## config.mk

```make
export PLATFORM = sky130hd
export DESIGN_NAME = yutorina_fetch_unit
export DESIGN_NICKNAME = d
export VERILOG_FILES = /design/src/rtl/yutorina_fetch_unit.sv
export SDC_FILE = /design/constraint.sdc
export NUM_CORES = 1
export LEC_CHECK = 0
export BUFFER_PORTS_ARGS = -buffer_cell sky130_fd_sc_hd__clkbuf_2
export CELL_PAD_IN_SITES_DETAIL_PLACEMENT = 0
export CELL_PAD_IN_SITES_GLOBAL_PLACEMENT = 1
export CORE_MARGIN = 2
export CORE_UTILIZATION = 44
export CTS_CLUSTER_SIZE = 30
export DETAILED_ROUTE_END_ITERATION = 16
export PLACE_DENSITY_LB_ADDON = 0.25
export SLEW_MARGIN = 30
export SYNTH_ARGS = -nofsm -noshare
export SYNTH_HDL_FRONTEND = slang
export SYNTH_SLANG_ARGS = --single-unit
```

## constraint.sdc

```tcl
create_clock -name clock -period 5.05 [get_ports clock]
set_input_delay 0.7575 -clock clock [delete_from_list [all_inputs] [get_ports clock]]
set_output_delay 0.7575 -clock clock [all_outputs]
set_load 0.01 [all_outputs]
```

## src/rtl/yutorina_fetch_unit.sv

```systemverilog
// Instruction fetch stage with a small prefetch queue.
// Issues one SPM read per cycle while queue credit allows, captures the word a
// cycle later together with its PC, and hands entries to decode over
// valid/ready. A redirect flushes queued and in-flight words and restarts fetch.
//
// Ports:
//   clock, reset          stage clock, asynchronous active-high reset
//   spm_read_data         SPM word, valid the cycle after its address
//   spm_read_address      low SPM_ADDR_WIDTH bits of fetch_pc (combinational)
//   spm_read_enable       a fetch is issued this cycle (combinational)
//   redirect_enable/pc    flush and restart fetch at redirect_pc
//   if_ready              decode accepts the head entry
//   if_valid/pc/instruction  head entry presented to decode
//   fetch_pc              next word address to be fetched (registered)
module yutorina_fetch_unit #(
  parameter int unsigned WORD_WIDTH     = 32,
  parameter int unsigned ADDR_WIDTH     = 30,
  parameter int unsigned SPM_ADDR_WIDTH = 12,
  parameter int unsigned DEPTH          = 2,
  parameter logic [ADDR_WIDTH-1:0] RESET_PC = '0,
  parameter logic [WORD_WIDTH-1:0] NOP_WORD = '0
) (
  input  logic                      clock,
  input  logic                      reset,
  input  logic [WORD_WIDTH-1:0]     spm_read_data,
  output logic [SPM_ADDR_WIDTH-1:0] spm_read_address,
  output logic                      spm_read_enable,
  input  logic                      redirect_enable,
  input  logic [ADDR_WIDTH-1:0]     redirect_pc,
  input  logic                      if_ready,
  output logic                      if_valid,
  output logic [ADDR_WIDTH-1:0]     if_pc,
  output logic [WORD_WIDTH-1:0]     if_instruction,
  output logic [ADDR_WIDTH-1:0]     fetch_pc
);

  localparam int unsigned CW = $clog2(DEPTH + 1);
  localparam int unsigned PW = $clog2(DEPTH);
  localparam int unsigned SW = CW + 1;

  logic [ADDR_WIDTH-1:0] pc_q    [DEPTH];
  logic [WORD_WIDTH-1:0] instr_q [DEPTH];
  logic [PW-1:0]         head;
  logic [PW-1:0]         tail;
  logic [CW-1:0]         count;
  logic                  inflight;
  logic [ADDR_WIDTH-1:0] tag_pc;

  logic pop;
  logic push;
  logic issue;
  logic has_entry;

  // Circular pointer advance; DEPTH need not be a power of two.
  function automatic logic [PW-1:0] next_ptr(input logic [PW-1:0] p);
    return (32'(p) == DEPTH - 1) ? '0 : p + PW'(1);
  endfunction

  assign has_entry = (count != '0);
  assign if_valid  = has_entry & ~redirect_enable;
  assign pop       = if_valid & if_ready;
  assign push      = inflight & ~redirect_enable;

  // Credit rule: queued + in-flight words never exceed DEPTH after a pop.
  assign issue = ~reset & ~redirect_enable &
                 ((SW'(count) + SW'(inflight)) < (SW'(DEPTH) + SW'(pop)));

  assign spm_read_enable  = issue;
  assign spm_read_address = fetch_pc[SPM_ADDR_WIDTH-1:0];

  assign if_pc          = has_entry ? pc_q[head] : RESET_PC;
  assign if_instruction = if_valid ? instr_q[head] : NOP_WORD;

  // Control state: fetch PC, response tag, occupancy and pointers.
  always_ff @(posedge clock or posedge reset) begin
    if (reset) begin
      fetch_pc <= RESET_PC;
      tag_pc   <= RESET_PC;
      inflight <= 1'b0;
      count    <= '0;
      head     <= '0;
      tail     <= '0;
    end else if (redirect_enable) begin
      // Pending response and all queued words are dropped.
      fetch_pc <= redirect_pc;
      inflight <= 1'b0;
      count    <= '0;
      head     <= '0;
      tail     <= '0;
    end else begin
      if (issue) begin
        fetch_pc <= fetch_pc + ADDR_WIDTH'(1);
        tag_pc   <= fetch_pc;
      end
      inflight <= issue;
      if (push) tail <= next_ptr(tail);
      if (pop)  head <= next_ptr(head);
      count <= count + CW'(push) - CW'(pop);
    end
  end

  // Queue storage; contents are qualified by count, so no reset is needed.
  always_ff @(posedge clock) begin
    if (push) begin
      pc_q[tail]    <= tag_pc;
      instr_q[tail] <= spm_read_data;
    end
  end

endmodule

```

==> impl_metrics.env <==
export IMPL_grt_setup_unrepaired="false"
export IMPL_multiInputGateArea_um2=2325
export IMPL_hold_class="primary input to async pin"
export IMPL_period_needed_ps=3119
export IMPL_netlist_instances=566
export IMPL_std_cell_rows=48
export IMPL_crit_required_ps=5390
export IMPL_dieArea_um2=18930
export IMPL_grt_start_max_net_pins=55
export IMPL_timing_critical_path_arrival_ps=3460
export IMPL_clk_latency_ps=420
export IMPL_synthTopCellsByArea="edfxtp_1 47%, dfrtp_1 21%, mux2i_1 8.0%"
export IMPL_numCtsBuffers=17
export IMPL_peakVddDrop_uv=250.0
export IMPL_leakage_nw=3.771
export IMPL_synth_seq_area_share=0.6813
export IMPL_avgSynthCellArea_um2=13.87
export IMPL_vias=4947
export IMPL_worst_pin_slew_ps=889.6
export IMPL_cp_max_fo=12
export IMPL_max_cap_viol_count=0
export IMPL_vias_per_cell=5.126
export IMPL_async_reset_ff_frac=0.3439
export IMPL_synth_area_um2=7853
export IMPL_dp_slack_ps=2002
export IMPL_synth_top_cell_area_share=0.4742
export IMPL_synth_most_common_cell="edfxtp_1"
export IMPL_end_kind="register"
export IMPL_ys_flop_type="edfxtp_1"
export IMPL_cts_root_buf="clkbuf_16"
export IMPL_post_cts_buffers=0
export IMPL_final_hold_viol_count=0
export IMPL_htree_levels=4
export IMPL_io_buffers=171
export IMPL_fin_crit_sh=0.6176
export IMPL_routedWlPerCell_um=17.72
export IMPL_clk_pin_slew_ps=70
export IMPL_layout_drive_gt1_share=0.3405
export IMPL_regArea_um2=5354
export IMPL_critPathKind="register to register"
export IMPL_start_util=0.4524
export IMPL_io_pin_count=172
export IMPL_clk_path_buf_depth=2
export IMPL_tritoncts="yes"
export IMPL_yosysTopAreaCell="edfxtp_1"
export IMPL_synthDistinctLibCells=34
export IMPL_status="completed"
export IMPL_drt_total_wl_um=17100
export IMPL_layout_nets=798
export IMPL_grt_pass1_wl_um=26600
export IMPL_yosysWarnings=0
export IMPL_cts_sinks=189
export IMPL_drv_slew=0
export IMPL_worst_slack_ps=1931
export IMPL_ant_nets=0
export IMPL_ctsResizeCount=0
export IMPL_place_hpwl_um=11740
export IMPL_power_density_nw_per_um2=395.5
export IMPL_fp_coreArea_um2=17360
export IMPL_postCtsHoldBufs=0
export IMPL_antenna_cells=0
export IMPL_setup_viol=0
export IMPL_num_fill_cells=1487
export IMPL_dr_pass1_iters=6
export IMPL_drt_initial_drc_count=258
export IMPL_syn2layout_area_growth_pct=22.29
export IMPL_max_freq_mhz=320.6
export IMPL_ys_seq_elements=189
export IMPL_syn_nets=637
export IMPL_gp_congestion=0.7991
export IMPL_start_kind="register"
export IMPL_dieHeight_um=137.6
export IMPL_max_slew_margin=0.4047
export IMPL_drc_errors=0
export IMPL_synth_commonest_cells="124 x edfxtp_1, 78 x nor2_1, 65 x dfrtp_1"
export IMPL_grt_pass1_vias=5058
export IMPL_die_width_um=137.6
export IMPL_synth_edf_count=124
export IMPL_antenna_found_initial=0
export IMPL_grt_usage=0.1890
export IMPL_final_setup_tns_ps=0
export IMPL_gr_total_overflow=0
export IMPL_clock_skew_ps=7.336
kinds of logic (layout without fill, tap and decap cells):
family                     count (synthesis)  in the layout  share of synthesized area
buffers and inverters                     45            219                    0.02725
muxes                                     96             96                     0.1276
xor gates and xnor gates                  30             30                    0.03346
AOI/OAI and AO/OA                         34             34                    0.02279
DFF                                      189            189                     0.6813
and+or+nand+nor                          167            167                    0.09959
adders and majority gates                  5              5                   0.007967
sequential cells by signal, indices dropped and copies added (netlist names):
register / cells
tail: 1
pc_q: 60
inflight: 1
head: 1
count: 2
fetch_pc: 30
instr_q: 64
tag_pc: 30
layer usage:
metal / part of all wire / global-route usage / wire length [µm]
met1: 0.43 / 0.2407 / 7315
met2: 0.50 / 0.3156 / 8516
met3: 0.060 / 0.04341 / 1030
met4: 0.014 / 0.07159 / 232
met5: 0 / 0 / 0
path summary, 6_finish.rpt:
path	startpoint	end	slack [ps]	cells after the start
worst max-delay path	count[0]	fetch_pc[27]	1930	7
worst min-delay path	reset	fetch_pc[6]	430	2
worst max register to register	count[0]	fetch_pc[27]	1930	7
worst min register to register	tag_pc[27]	pc_q[0][27]	470	0
max in group asynchronous	reset	tag_pc[17]	3670	3
min in group clock	tag_pc[27]	pc_q[0][27]	470	0
stage by stage:
stage | utilization | total power [mW] | hold WS [ps] | instance area [µm²] | instances
4_1_cts | 0.5513 | 3.836 | 419.6 | 9569 | 964
2_1_floorplan | - | 2.241 | 438.2 | 7853 | 566
3_5_place_dp | 0.5156 | 2.455 | 455.6 | 8949 | 932
5_1_grt | 0.5533 | 3.964 | 471.2 | 9603 | 965
3_3_place_gp | 0.5120 | 2.426 | 445.2 | 8886 | 930
6_report | 0.5533 | 3.798 | 429.3 | 9603 | 965
critical path, stage by stage, from the launching register on:
cell and delay (ps):
dfrtp_1 460, ha_1 240, ha_1 220, nor2_1 290
nand4_1 520, or3_4 590, or4_1 510, a31oi_1 190
final cells by class:
type,instances,share of cell area
clock buffers,23,0.05094
clock inverters,9,0.01368
inverters,7,0.002736
multi-input cells,332,0.2421
flip-flops and latches,189,0.5575
well taps,225,0.02932
repair buffers,180,0.1037
power by group:
part	leakage, nW	total [mW]	internal (mW)	switching [mW]
clock	0.297	1.38	0.836	0.546
sequential	1.92	1.93	1.81	0.120
combinational	1.56	0.482	0.223	0.259
total	3.77	3.80	2.87	0.925
layout by cell type, fill, tap and decap left out, drive strengths merged, types with 3 or more instances in the layout:
master    n
a31oi     3
and3      4
buf       9
bufinv    3
clkbuf  194
dfrtp    65
edfxtp  124
ha        5
inv       9
mux2     33
mux2i    63
nand2    34
nand3     7
nand4    17
nor2     78
nor3      5
nor4      8
o21ai    29
or3       3
or4       4
xnor2    14
xor2     16
(Power assumes the default switching activity.)
